--- src/rtl/rv32_pkg.sv ---
// rv32_pkg: shared RV32I constants, opcodes and fetch types for the pipeline front end.
package rv32_pkg;
    localparam int XLEN = 32;
    localparam logic [XLEN-1:0] NOP = 32'h0000_0013;
    localparam logic [XLEN-1:0] DEFAULT_RESET_PC = 32'h0000_0000;
    localparam logic [6:0] OP_LUI    = 7'b0110111;
    localparam logic [6:0] OP_AUIPC  = 7'b0010111;
    localparam logic [6:0] OP_JAL    = 7'b1101111;
    localparam logic [6:0] OP_JALR   = 7'b1100111;
    localparam logic [6:0] OP_BRANCH = 7'b1100011;
    localparam logic [6:0] OP_LOAD   = 7'b0000011;
    localparam logic [6:0] OP_STORE  = 7'b0100011;
    localparam logic [6:0] OP_IMM    = 7'b0010011;
    localparam logic [6:0] OP_REG    = 7'b0110011;
    localparam logic [6:0] OP_FENCE  = 7'b0001111;
    localparam logic [6:0] OP_SYSTEM = 7'b1110011;

    typedef struct packed {
        logic [XLEN-1:0] pc;
        logic [XLEN-1:0] instr;
    } fetch_entry_t;

    function automatic logic [XLEN-1:0] align_word(input logic [XLEN-1:0] a);
        return {a[XLEN-1:2], 2'b00};
    endfunction
endpackage

--- src/rtl/if_fetch_buffer.sv ---
// if_fetch_buffer: 2-entry FIFO of {pc, instr} words; clear wins over push and pop.
module if_fetch_buffer
    import rv32_pkg::*;
(
    input  logic                clk,
    input  logic                rst_n,
    input  logic                push,
    input  logic                pop,
    input  logic                clear,
    input  logic [2*XLEN-1:0]   push_data,
    output logic [2*XLEN-1:0]   head,
    output logic [1:0]          count,
    output logic                full,
    output logic                empty
);
    logic [2*XLEN-1:0] mem_q [2];
    logic [2*XLEN-1:0] mem_d [2];
    logic wr_ptr_q, wr_ptr_d, rd_ptr_q, rd_ptr_d;
    logic [1:0] count_q, count_d;

    assign head  = mem_q[rd_ptr_q];
    assign count = count_q;
    assign full  = count_q == 2'd2;
    assign empty = count_q == 2'd0;

    always_comb begin
        mem_d    = mem_q;
        wr_ptr_d = clear ? 1'b0 : push ? ~wr_ptr_q : wr_ptr_q;
        rd_ptr_d = clear ? 1'b0 : pop ? ~rd_ptr_q : rd_ptr_q;
        count_d  = clear ? 2'd0 : count_q + {1'b0, push} - {1'b0, pop};
        if (push && !clear)
            mem_d[wr_ptr_q] = push_data;
    end

    always_ff @(posedge clk) begin
        if (!rst_n) begin
            wr_ptr_q <= 1'b0;
            rd_ptr_q <= 1'b0;
            count_q  <= 2'd0;
        end else begin
            wr_ptr_q <= wr_ptr_d;
            rd_ptr_q <= rd_ptr_d;
            count_q  <= count_d;
        end
    end

    always_ff @(posedge clk)
        mem_q <= mem_d;

    always_ff @(posedge clk)
        if (rst_n && !clear)
            assert (!(pop && empty));
endmodule

--- src/rtl/if_stage.sv ---
// if_stage: RV32I instruction fetch; issues in-order imem requests, buffers returns, feeds IF/ID.
module if_stage
    import rv32_pkg::*;
#(
    parameter logic [31:0] RESET_PC = DEFAULT_RESET_PC
)
(
    input  logic        clk,
    input  logic        rst_n,
    output logic        imem_req_valid,
    input  logic        imem_req_ready,
    output logic [31:0] imem_req_addr,
    input  logic        imem_resp_valid,
    input  logic [31:0] imem_resp_data,
    input  logic        EX_redirect,
    input  logic [31:0] EX_redirect_target,
    input  logic        ID_stall,
    output logic [31:0] IF_ID_instruction,
    output logic [31:0] IF_ID_pc,
    output logic        IF_ID_valid
);
    logic [31:0] pc_q, pc_d;
    logic [1:0]  outst_q, outst_d, drop_q, drop_d;
    logic [31:0] ifid_instr_q, ifid_instr_d, ifid_pc_q, ifid_pc_d;
    logic        ifid_valid_q, ifid_valid_d;
    logic [1:0]  buf_count;
    logic        buf_full, buf_empty;
    logic [63:0] buf_head;
    logic [31:0] rsp_pc;
    logic        req_fire, rsp_live, ifid_load, bypass, buf_push, buf_pop;

    // Credits cover both in-flight requests and buffered words, so the buffer can never overflow.
    assign imem_req_valid = rst_n && !EX_redirect && ({1'b0, outst_q} + {1'b0, buf_count} < 3'd2);
    assign imem_req_addr  = pc_q;
    assign req_fire  = imem_req_valid && imem_req_ready;
    assign rsp_live  = imem_resp_valid && drop_q == 2'd0 && !EX_redirect;
    assign ifid_load = !ifid_valid_q || !ID_stall;
    assign bypass    = rsp_live && buf_empty && ifid_load;
    assign buf_push  = rsp_live && !bypass;
    assign buf_pop   = ifid_load && !buf_empty && !EX_redirect;
    // Live requests are consecutive words ending just below pc_q; the oldest is the one returning.
    assign rsp_pc    = pc_q - {28'd0, outst_q, 2'b00};

    if_fetch_buffer u_buf (
        .clk       (clk),
        .rst_n     (rst_n),
        .push      (buf_push),
        .pop       (buf_pop),
        .clear     (EX_redirect),
        .push_data ({rsp_pc, imem_resp_data}),
        .head      (buf_head),
        .count     (buf_count),
        .full      (buf_full),
        .empty     (buf_empty)
    );

    always_comb begin
        pc_d    = EX_redirect ? align_word(EX_redirect_target) : req_fire ? pc_q + 32'd4 : pc_q;
        outst_d = outst_q + {1'b0, req_fire} - {1'b0, imem_resp_valid};
        drop_d  = EX_redirect ? outst_q - {1'b0, imem_resp_valid}
                : (imem_resp_valid && drop_q != 2'd0) ? drop_q - 2'd1 : drop_q;
    end

    always_comb begin
        ifid_valid_d = ifid_valid_q;
        ifid_instr_d = ifid_instr_q;
        ifid_pc_d    = ifid_pc_q;
        if (EX_redirect) begin
            ifid_valid_d = 1'b0;
            ifid_instr_d = NOP;
        end else if (ifid_load) begin
            ifid_valid_d = !buf_empty || rsp_live;
            ifid_pc_d    = !buf_empty ? buf_head[63:32] : rsp_live ? rsp_pc : ifid_pc_q;
            ifid_instr_d = !buf_empty ? buf_head[31:0] : rsp_live ? imem_resp_data : NOP;
        end
    end

    always_ff @(posedge clk) begin
        if (!rst_n) begin
            pc_q         <= RESET_PC;
            outst_q      <= 2'd0;
            drop_q       <= 2'd0;
            ifid_valid_q <= 1'b0;
            ifid_instr_q <= NOP;
            ifid_pc_q    <= 32'd0;
        end else begin
            pc_q         <= pc_d;
            outst_q      <= outst_d;
            drop_q       <= drop_d;
            ifid_valid_q <= ifid_valid_d;
            ifid_instr_q <= ifid_instr_d;
            ifid_pc_q    <= ifid_pc_d;
        end
    end

    always_ff @(posedge clk)
        if (rst_n && !EX_redirect)
            assert (!(buf_push && buf_full && !buf_pop) && outst_q <= 2'd2);

    assign IF_ID_valid       = ifid_valid_q;
    assign IF_ID_instruction = ifid_instr_q;
    assign IF_ID_pc          = ifid_pc_q;
endmodule

--- config.mk ---
export PLATFORM = sky130hd
export DESIGN_NAME = if_stage
export DESIGN_NICKNAME = d
export VERILOG_FILES = /design/src/rtl/rv32_pkg.sv /design/src/rtl/if_fetch_buffer.sv /design/src/rtl/if_stage.sv
export SDC_FILE = /design/constraint.sdc
export NUM_CORES = 1
export LEC_CHECK = 0
export ABC_AREA = 1
export CAP_MARGIN = 20
export CORE_ASPECT_RATIO = 1.5
export CORE_MARGIN = 2
export CORE_UTILIZATION = 45
export DETAILED_ROUTE_END_ITERATION = 7
export PLACE_DENSITY_LB_ADDON = 0.05
export RECOVER_POWER = 25
export SYNTH_ARGS = -nofsm -noshare
export SYNTH_HDL_FRONTEND = slang
export SYNTH_HIERARCHICAL = 1
export SYNTH_SLANG_ARGS = --single-unit
--- constraint.sdc ---
create_clock -name clk -period 12.7 [get_ports clk]
set_input_delay 2.54 -clock clk [delete_from_list [all_inputs] [get_ports clk]]
set_output_delay 2.54 -clock clk [all_outputs]
set_load 0.01 [all_outputs]
==> results.sh <==
export IMPL_via_per_inst=5.203
export IMPL_critPathLaunchType="input port"
export IMPL_n_antenna_cell=0
export IMPL_final_core_util_pct=55.98
export IMPL_clockPowerShare_pct=39.0
export IMPL_hold_class="reg2reg"
export IMPL_grt_antenna_before_repair=0
export IMPL_wl_per_cell_um=17.91
export IMPL_via_count=8710
export IMPL_area_growth_pct=22.85
export IMPL_cts_sinks=231
export IMPL_cp_slowest_cell="clkdlybuf4s50_1"
export IMPL_cp_arrival_ps=5100
export IMPL_drc_errors=0
export IMPL_maxCapViolCount=0
export IMPL_final_antenna_net_count=0
export IMPL_nets=1414
export IMPL_synth_area_um2=11100
export IMPL_gr_usage_all_layers_pct=22.79
export IMPL_cts_setup_buffers=0
export IMPL_cts_buffers=24
export IMPL_rsz0062_at_grt="false"
export IMPL_cts_resized=0
export IMPL_grt_pass1_wl_um=46420
export IMPL_placeableCoreArea_um2=24350
export IMPL_syn_inst=1182
export IMPL_status="completed"
export IMPL_irDropWorstVdd_uv=97.26
export IMPL_initial_core_util_pct=45.57
export IMPL_clock_latency_ps=510
export IMPL_gp_congestion=0.9620
export IMPL_grt_pass1_vias=8631
export IMPL_die_area_um2=25950
export IMPL_finalHoldViolCount=0
export IMPL_post_place_ws_ps=5054
export IMPL_maxSlewViolCount=0
export IMPL_critical_path_class="in2out"
export IMPL_crit_path_end_kind="output pin"
export IMPL_cts_root_buffer="clkbuf_16"
export IMPL_drive_gt1_share_pct=10.74
export IMPL_grt_max_degree=42
export IMPL_p_leak_nw=4.983
export IMPL_synth_avg_cell_area_um2=9.387
export IMPL_htreeDepth=1
export IMPL_layout_setup_ws_ps=5065
export IMPL_clock_fmax_ghz=0.1310
export IMPL_cts_tree="done"
export IMPL_die_height_um=196.3
export IMPL_rows=70
export IMPL_cts_max_path_buffers=3
export IMPL_io_buffers=163
export IMPL_netSwitchingPower_mw=0.4296
export IMPL_drtPass1Iterations=4
export IMPL_worst_path_largest_cell_delay_ps=600
export IMPL_holdWs_ps=475.2
export IMPL_seq_power_share_pct=48.9
export IMPL_cp_max_fo=37
export IMPL_path_cells="clkdlybuf4s50_1 -> buf_4 -> inv_2 -> nor2_4 -> inv_1 -> buf_4 -> nor3_1 -> clkdlybuf4s50_1"
export IMPL_clk_pin_slew_ps=60
export IMPL_cts_hold_buf=0
export IMPL_place_hpwl_um=20840
export IMPL_required_ps=10160
export IMPL_drtIter0Drc=438
export IMPL_fin_crit_sh_pct=60.12
export IMPL_internal_power_mw=1.283
export IMPL_finalSetupTns_ps=0
export IMPL_pin_count=168
export IMPL_relSlewSlack_pct=26.24
export IMPL_tightest_slew_ps=1102
export IMPL_yosys_warnings=6
export IMPL_p_comb_share_pct=12.1
export IMPL_fp_dieW_um=132.2
export IMPL_setup_viol=0
export IMPL_routed_wl_um=29980
export IMPL_n_fill_cell=2281
export IMPL_grt_ovfl_total=0
export IMPL_p_sw_share_pct=25.08
export IMPL_skew_ps=8.789
export IMPL_period_minus_slack_ps=7635
export IMPL_power_density_nw_per_um2=125.6
[worst max-delay path: cells and delay by family]
kind	cells	cell delay, ps
buf+inv	6	2110
simple gates	2	430
[power by group through the flow]
stage	sequential [mW]	combinational, mW	clock (mW)
global route	0.840	0.231	0.708
finish	0.837	0.207	0.668
global placement	0.853	0.211	0
CTS	0.837	0.215	0.684
floorplan	0.852	0.116	0
detailed placement	0.853	0.214	0
[layer usage]
metal / share of wire [%] / global-route usage, %
met5: 0 / 0
met4: 4.3 / 9.359
met3: 4.1 / 2.636
met2: 52 / 42.36
met1: 40 / 26.49
[registers in the layout, summed over array words and instances (netlist names), 2 cells and up]
signal / flops
imem_req_addr: 30
drop_q: 2
outst_q: 2
u_buf/count: 2
IF_ID_pc: 32
u_buf/mem_q: 128
IF_ID_instruction: 32
[worst paths after layout]
kind | startpoint | end | slack, ps | cells after the start
worst max register to register | u_buf/count[1]$_SDFF_PP0_ | IF_ID_pc[4]$_SDFFE_PN0P_ | 9380 | 9
worst max-delay path | rst_n | imem_req_valid | 5060 | 8
worst min-delay path | IF_ID_pc[1]$_SDFFE_PN0P_ | IF_ID_pc[1]$_SDFFE_PN0P_ | 480 | 2
worst min register to register | IF_ID_pc[1]$_SDFFE_PN0P_ | IF_ID_pc[1]$_SDFFE_PN0P_ | 480 | 2
[cells in the final DEF, fill, tap and decap left out, drive strengths merged, types with 11 or more instances in the layout]
master           n
dfxtp          103
buf             11
mux2            64
edfxtp         128
xor2            21
clkdlybuf4s50  135
dlygate4sd3     27
nor2           125
a31oi           39
a21oi           87
clkbuf          34
nand3           43
inv             81
nand2          324
o21ai           69
[metrics by stage]
stage,power (mW),cell area [um^2],cells
after floorplan,0.9674,11110,1187
after global placement,1.064,12890,1630
after detailed placement,1.067,12920,1631
after CTS,1.736,13670,1674
after global routing,1.778,13630,1674
final,1.713,13630,1674
[cell type report]
type,instances,area [um^2],area share (%)
Clock inverter,9,50.05,0.3672
Clock buffer,34,700.7,5.140
Sequential cell,231,5909,43.35
Multi-Input combinational cell,820,4528,33.22
Timing Repair Buffer,173,1722,12.63
Inverter,83,315.3,2.313
Tap cell,324,405.4,2.974
Note: power is estimated with default switching activity, not from simulation.
==> RTL edit (same flow settings) <==
Register the input `EX_redirect_target` before use, without a reset. The logic sees it one clock later. The other inputs are not delayed to match.
--- a/src/rtl/if_stage.sv
+++ b/src/rtl/if_stage.sv
@@ -20,4 +20,11 @@
     output logic        IF_ID_valid
 );
+
+    logic [31:0] EX_redirect_target_q;
+
+    always_ff @(posedge clk) begin
+        EX_redirect_target_q <= EX_redirect_target;
+    end
+
     logic [31:0] pc_q, pc_d;
     logic [1:0]  outst_q, outst_d, drop_q, drop_d;
@@ -56,5 +63,5 @@
 
     always_comb begin
-        pc_d    = EX_redirect ? align_word(EX_redirect_target) : req_fire ? pc_q + 32'd4 : pc_q;
+        pc_d    = EX_redirect ? align_word(EX_redirect_target_q) : req_fire ? pc_q + 32'd4 : pc_q;
         outst_d = outst_q + {1'b0, req_fire} - {1'b0, imem_resp_valid};
         drop_d  = EX_redirect ? outst_q - {1'b0, imem_resp_valid}
Formal check against the unedited RTL: not equivalent (a bounded check fails within 4 cycles, from zero or initial values and one cycle with rst_n low).
==> RTL edit against the original RTL <==
Power is 13% higher; die area is 4.7% higher; utilization is 0.063 points higher; wire length is 0.11% higher; sequential power is 12% higher; register-to-register slack worse by 530 ps; worst setup slack better by 90 ps; sequential cell count is 30 higher; worst hold slack worse by 7.0 ps; area after synthesis is 4.8% higher; design area is 5.2% higher; count of clock-buffer cells in the layout stayed put; sequential share of layout area is 2.0 points higher; critical endpoint unchanged; highest routed layer unchanged.
==> RTL edit: results (changes against the original RTL) <==
Worst setup path
The minimum setup slack among reg-to-reg paths is 8850 ps (was 9380 ps). The largest driver fanout on the critical path is 38 (was 37). The family of cells with the greatest summed delay on the critical path is buffers and inverters (unchanged). The reg-to-reg endpoint is u_buf/mem_q[115] (was IF_ID_pc[4]). The number of cells on the worst reg-to-reg path was 7 (was 9). The arrival time at the worst endpoint is 5010 ps (was 5100 ps). The delay of the slowest cell on the worst path came to 570 ps (was 600 ps).

Cells and area
The post-layout net count was 1443 (was 1414). The share of final-layout standard cells stronger than drive strength 1 is 0.101 (was 0.107). The largest register by flop count is u_buf/mem_q (unchanged).

The flip-flop count of the largest register after layout is 128 (unchanged). The total of fill cells in the finished design is 2261 (was 2281).

Drt
The number of iterations in the first detailed-routing pass is 5 (was 4). The via total after detailed routing is 8937 (was 8710). The total wire length is 30.0 mm (about the same).

The count of routing violations after the opening detailed-route iteration is 514 (was 438). The via density per instance is 5.21 (was 5.20).

CTS
The insertion delay of the later-clocked pin in the worst-skew pair came to 550 ps (was 510 ps). The buffer cell driving the clock tree root is sky130_fd_sc_hd__clkbuf_16 (unchanged). The clock-pin slew reported for the worst setup and hold paths after clock tree synthesis is 60 ps (about the same). The buffers inserted during post-CTS setup optimization is 0 (unchanged).

The maximum count of clock buffers along a single path is 3 (unchanged). The number of buffers inserted during clock tree synthesis is 26 (was 24). The H-tree level count is 1 (unchanged). The post-cts resize count is 0 (unchanged).

Global routing
The met2 track demand over resource came to 0.394 (was 0.424). The number of antenna violations at the first check in global routing came to 0 (unchanged). The fraction of met1 tracks used by global routing is 0.256 (was 0.265). The global-route wire length before repair came to 46.8 mm (was 46.4 mm). The global routing usage on met3 is 0.0306 (was 0.0264).

The overall track demand over capacity in global routing was 0.219 (was 0.228). The pin count of the biggest net entering global routing is 55 (was 42). The number of global-route vias before repair is 8764 (was 8631).

The layer with the highest usage after global routing is met2 (unchanged).

STA
The actual slew at the worst max-slew pin was 969 ps (was 1100 ps). The clock skew after layout came to 18.4 ps (was 8.79 ps).

Placement
The final weighted congestion in routability-driven placement is 0.895 (was 0.962). The port buffer count is 163 (unchanged). The cell count after placement is 1666 (was 1631). The final HPWL from detailed placement was 20.6 mm (was 20.8 mm).

Outcome
Outcome: completed (unchanged).

Hold path
The launch instance of the worst min-delay path is EX_redirect_target_q[13] (was IF_ID_pc[1]). The worst hold-check path type is register to register (unchanged). The hold path endpoint is imem_req_addr[13] (was IF_ID_pc[1]). The cell count of the worst hold path is 2 (unchanged).

Power
The maximum VDD drop is 0.104 mV (was 0.0973 mV). The leakage power figure came to 5.29 nW (was 4.98 nW).

Synth
The mean area per synthesized cell came to 9.59 um^2 (was 9.39 um^2).
## RTL edit: routing by layer
metal | share of wire | routed length [um]
met5 | 0 | 0
met4 | 0.039 | 1190
met2 | 0.51 | 15300
met3 | 0.050 | 1500
met1 | 0.40 | 12000
## RTL edit: final cells by class
type / instances / share of cell area
clock buffers: 34 / 0.0489
clock inverters: 14 / 0.0123
inverters: 83 / 0.0219
multi-input cells: 818 / 0.312
flip-flops and latches: 261 / 0.454
well taps: 333 / 0.0291
repair buffers: 172 / 0.121
## RTL edit: report_power, final
part,internal [W],switching [W],leakage [nW]
Combinational,0.0000853,0.000121,2.61
Sequential,0.000913,0.0000263,2.26
Clock,0.000470,0.000319,0.431
Total,0.00147,0.000466,5.29
## RTL edit: worst reg2reg max path: cells and delay by family (launching register included)
family                 cells  cell delay (ps)
AND/OR/NAND/NOR            4             1500
buffers and inverters      3             1480
flip-flops                 1              440
## RTL edit: through the flow
step	cell area [um^2]	power, W	setup WS [ps]	hold slack [ps]	util
floorplan	11600	0.00107	4730	450	-
global placement	13400	0.00116	4680	455	0.525
detailed placement	13500	0.00117	4670	459	0.526
CTS	14300	0.00196	4660	468	0.560
global route	14300	0.00202	4980	497	0.560
finish	14300	0.00193	5150	468	0.560
## RTL edit: how the worst max path moves through the flow
stage	cells after the start	startpoint	to	slack [ps]
after floorplan	6	EX_redirect	u_buf/mem_q[0]	4730
after detailed placement	7	rst_n	imem_req_valid	4670
after global routing	7	rst_n	imem_req_valid	4980
after global placement	7	rst_n	imem_req_valid	4680
after CTS	7	rst_n	imem_req_valid	4660
final	7	rst_n	imem_req_valid	5150
